===== config.mk =====
export PLATFORM = sky130hd
export DESIGN_NAME = ram4_bank
export DESIGN_NICKNAME = d
export VERILOG_FILES = /design/src/rtl/ram4_bank.sv
export SDC_FILE = /design/constraint.sdc
export NUM_CORES = 1
export LEC_CHECK = 0
export BUFFER_PORTS_ARGS = -buffer_cell sky130_fd_sc_hd__buf_4
export CAP_MARGIN = 20
export CORE_MARGIN = 1
export CORE_UTILIZATION = 45
export CTS_BUF_LIST = sky130_fd_sc_hd__clkbuf_16
export DETAILED_ROUTE_END_ITERATION = 16
export GPL_TIMING_DRIVEN = 0
export PLACE_DENSITY_LB_ADDON = 0.15
export SETUP_SLACK_MARGIN = 0.4
export SYNTH_ARGS = -nofsm -noshare
export SYNTH_HDL_FRONTEND = slang
export SYNTH_SLANG_ARGS = --single-unit

===== constraint.sdc =====
create_clock -name clk -period 4.6 [get_ports clk]
set_input_delay 0.46 -clock clk [delete_from_list [all_inputs] [get_ports clk]]
set_output_delay 0.46 -clock clk [all_outputs]
set_load 0.005 [all_outputs]

===== src/rtl/ram4_bank.sv =====
`default_nettype none
// ============================================================================
// Module   : ram4_bank
// Purpose  : Four-word register bank with address-steered load, combinational
//            4-to-1 read, per-word written flags and a one-word-per-cycle
//            clear sweep.
// Revision : 1.0 - initial release
// ============================================================================
module ram4_bank #(
  parameter int WIDTH = 16
) (
  input  logic             clk,
  input  logic             reset,
  input  logic [WIDTH-1:0] in,
  input  logic             load,
  input  logic [1:0]       address,
  input  logic             clear,
  output logic [WIDTH-1:0] out,
  output logic             word_valid,
  output logic             busy
);

  typedef enum logic [0:0] {
    IDLE  = 1'b0,
    SWEEP = 1'b1
  } state_t;

  state_t           state_q, state_d;
  logic [1:0]       idx_q, idx_d;
  logic             busy_q, busy_d;
  logic [WIDTH-1:0] mem_q [4];
  logic [WIDTH-1:0] mem_d [4];
  logic [3:0]       vld_q, vld_d;

  // Read path: zero-latency select of the addressed word and its flag
  always_comb begin
    out        = mem_q[address];
    word_valid = vld_q[address];
    busy       = busy_q;
  end

  // Next-state: writes in IDLE (clear has priority), one word zeroed per SWEEP cycle
  always_comb begin
    state_d = state_q;
    idx_d   = idx_q;
    busy_d  = busy_q;
    mem_d   = mem_q;
    vld_d   = vld_q;
    case (state_q)
      IDLE: begin
        if (clear) begin
          // A simultaneous load is intentionally dropped
          state_d = SWEEP;
          idx_d   = 2'd0;
          busy_d  = 1'b1;
        end else if (load) begin
          mem_d[address] = in;
          vld_d[address] = 1'b1;
        end
      end
      SWEEP: begin
        // load and clear are ignored until the sweep finishes
        mem_d[idx_q] = '0;
        vld_d[idx_q] = 1'b0;
        if (idx_q == 2'd3) begin
          state_d = IDLE;
          busy_d  = 1'b0;
        end else begin
          idx_d = idx_q + 2'd1;
        end
      end
      default: begin
        state_d = IDLE;
        busy_d  = 1'b0;
      end
    endcase
  end

  // State register; reset aborts any sweep and empties the bank
  always_ff @(posedge clk) begin
    if (reset) begin
      state_q <= IDLE;
      idx_q   <= 2'd0;
      busy_q  <= 1'b0;
      vld_q   <= 4'b0000;
      for (int i = 0; i < 4; i++) begin
        mem_q[i] <= '0;
      end
    end else begin
      state_q <= state_d;
      idx_q   <= idx_d;
      busy_q  <= busy_d;
      vld_q   <= vld_d;
      for (int i = 0; i < 4; i++) begin
        mem_q[i] <= mem_d[i];
      end
    end
  end

endmodule
`default_nettype wire


==> summary.md <==
| Metric | Value |
|---|---|
| Outcome | `finished, final reports clean` |
| First-pass GRT wire length | `11800 um` |
| Initial Util | `47.4%` |
| GRT met3 Usage | `3.98%` |
| Pre-antenna DRT Iters | `4` |
| Reg2reg path depth | `6` |
| Port Buffers | `39` |
| Non-Filler Instances | `455` |
| Core area | `6910 um^2` |
| Crit. path cell count | `5` |
| WL final | `7340 um` |
| Vias/cell | `5.07` |
| CP Class | `in -> out` |
| Net Sw Power | `353 uW` |
| Die height | `87.3 um` |
| Gate Count Post-Synth | `304` |
| Top_reg_cell synth | `dfxtp_1` |
| DRC viols | `0` |
| Worst Hold Depth | `3` |
| Synthesized area per cell | `10.8 um^2` |
| Distinct cell type count after synthesis | `25` |
| Synth Net Count | `331` |
| Total gr overflow | `0` |
| Routed length per instance | `16.1 um` |
| Finished Cell Area | `3980 um^2` |
| Largest net degree at the start of global routing | `14` |
| Yosys warning total | `0` |
| Critical Path Start | `address[1]` |
| Clock-pin transition on the worst setup and hold timing paths | `0.06 ns` |
| Via count | `2306` |
| Critical path, cell by cell | `buf_4 > buf_2 > buf_2 > mux4_2 > buf_4` |
| Area of the multi-input gates | `1630 um^2` |
| Max H-tree Level | `3` |
| Worst slew margin | `61.9%` |
| Tot GR Track Use | `21.4%` |
| DIE AREA | `7610 um^2` |
| Slew at the pin closest to its max-slew limit | `0.572 ns` |
| Crit-path max FO | `10` |
| Switching share of power | `24.0%` |
| Fin. max-slew vios | `0` |
| Crit path buf inv count | `4` |
| Fmax | `463 MHz` |
| Starting DRT DRC Count | `108` |
| Leakage Power | `1.72 nW` |
| Area delta synth->final | `21.7%` |
| Die width | `87.3 um` |
| Setup-failing EPs final | `0` |
| Row Count | `30` |
| Fin nets | `381` |
| Final hold vios | `0` |
| Post-synth EDFFs | `0` |
| Max-Cap Viols | `0` |
| Tmin final | `2.16 ns` |
| Hold Buf Count CTS | `0` |
| # fillers | `642` |
| Worst path required time | `4.14 ns` |
| Met2 Use GR | `33.5%` |
| Worst-skew pair later-pin latency | `0.33 ns` |
| Crit end category | `output pin` |
| Post-synth top area share | `44.1%` |
| Slowest cell on crit path | `mux4_2` |
| TNS Setup | `0 ns` |
| TritonCTS clock tree | `built` |
| Layout cell share with drive strength beyond 1 | `25.9%` |
| CTS sink cnt | `72` |
| DP HPWL | `4990 um` |
| Postcts setup bufs | `0` |
| CP delay by family, top | `buffers and inverters` |
| Area post-placement | `3680 um^2` |
| Placed Cells | `439` |
| Clock power share | `47.4%` |
| Number of synthesized register bits | `72` |
| Peak supply drop | `188 uV` |
| I/O pin count | `40` |
| Post-synth ARST share | `0%` |
| Period utilisation layout | `46.9%` |
| Worst Path Arrival | `1.70 ns` |
| Layer with the highest usage | `met2` |
| Setup Skew | `0.00656 ns` |
| FF+latch area | `1440 um^2` |
| Post-Syn Area | `3270 um^2` |
| Crit-path max cell delay | `0.36 ns` |
| Unrepaired setup endpoints after global routing | `no` |
| Hold Worst Slack | `0.404 ns` |
| Internal power | `1.11 mW` |
| Initial antenna violation count | `0` |
| Post-synthesis sequential area ratio | `44.1%` |
| Flop pwr share | `44.1%` |
| Area contributors post-synth | `dfxtp_1 44%, mux2i_1 16%, mux4_2 12%, nand2_1 7.5%, nand2b_1 3.4%` |
| Combinational share of power | `8.5%` |
| Total clock buffers created by CTS | `9` |
| Min-Delay Path Class | `in -> reg` |
| Crit start category | `primary input` |
| GP Congestion | `0.735` |
| Total power | `1.47 mW` |
| CTS Buffer Depth | `2` |
| Ant diodes | `0` |
| M1 GR Usage | `28.8%` |
| Origin of the critical flop-to-flop path | `idx_q[0]$_SDFFE_PP0P_` |
| Startpoint of the worst hold path | `in[8]` |
| Post-CTS Resized | `0` |
| PD cells | `369 nW/um^2` |
| Clock root buffer | `clkbuf_16` |
| Vias in the first global route | `2289` |
| Post-route ant nets | `0` |
| Leading area contributor after synthesis | `dfxtp_1` |
## placed cells by master (no fill, tap or decap), drive strengths merged, types with 5 or more instances in the layout
| cell type | instances |
|---|---|
| a21oi | 8 |
| a221oi | 11 |
| buf | 54 |
| clkbuf | 15 |
| dfxtp | 72 |
| ha | 5 |
| inv | 16 |
| mux2i | 53 |
| mux4 | 17 |
| nand2 | 65 |
| nand2b | 18 |
| nand3b | 7 |
## cells by family after synthesis
logic type | count (synthesis) | share of synthesized area [%]
compound gates | 23 | 5.36
fa+ha+maj | 5 | 1.91
buf+inv | 36 | 6.12
flops | 72 | 44.1
mux | 70 | 27.9
simple gates | 98 | 14.6
## final cells by class
class                   count  share of cell area [%]
multi-input cells         196                    40.9
clock buffers               9                    5.66
well taps                  96                    3.02
inverters                  15                    1.42
clock inverters             7                    1.76
repair buffers             39                    7.36
flip-flops and latches     72                    36.2
plain buffers              21                    3.62
## synth_stat cells (5+ instances only)
cell,instances
buf_2,9
mux4_2,17
buf_6,5
nand2b_1,18
clkbuf_1,6
a221oi_1,11
mux2i_1,53
a21oi_1,5
nand2_1,65
ha_1,5
nand3b_1,7
inv_1,15
dfxtp_1,72
## worst reg2reg max path, delay by kind of cell, from the launching register on
kind | cells | cell delay (ns)
compound gates | 1 | 0.41
fa+ha+maj | 1 | 0.21
buf+inv | 2 | 0.62
flops | 1 | 0.41
mux | 1 | 0.15
simple gates | 1 | 0.11
## power by group through the flow
| stage | Combinational (mW) | Sequential [mW] | Clock (mW) |
|---|---|---|---|
| 2_1_floorplan | 0.0778 | 0.658 | 0 |
| 3_3_place_gp | 0.124 | 0.660 | 0 |
| 6_report | 0.124 | 0.647 | 0.696 |
| 4_1_cts | 0.126 | 0.647 | 0.701 |
| 3_5_place_dp | 0.126 | 0.660 | 0 |
| 5_1_grt | 0.136 | 0.648 | 0.728 |
## routing by layer
metal  vias to the layer above  part of all wire, %
met1                      1086                   48
met2                        48                   46
met5                         -                    0
met4                         0                  1.9
met3                        12                  3.8
li1                       1160                    -
## final timing paths
check / to / slack [ns]
worst min register to register: vld_q[3]$_SDFFE_PP0P_ / 0.45
worst max register to register: mem_q[26]$_SDFFE_PP0P_ / 2.62
worst min-delay path: mem_q[8]$_SDFFE_PP0P_ / 0.40
worst max-delay path: out[12] / 2.44
## state kept, by name, summed over array words and instances, names as in the netlist
name,count
mem_q,64
busy,1
state_q,1
idx_q,2
vld_q,4
## metrics by stage
stage	setup slack, ns	utilization [%]
finish	2.44	57.6
global route	2.36	57.6
CTS	2.42	57.6
detailed placement	2.41	53.3
global placement	2.42	53.3
floorplan	2.88	-
(Power assumes the default switching activity.)
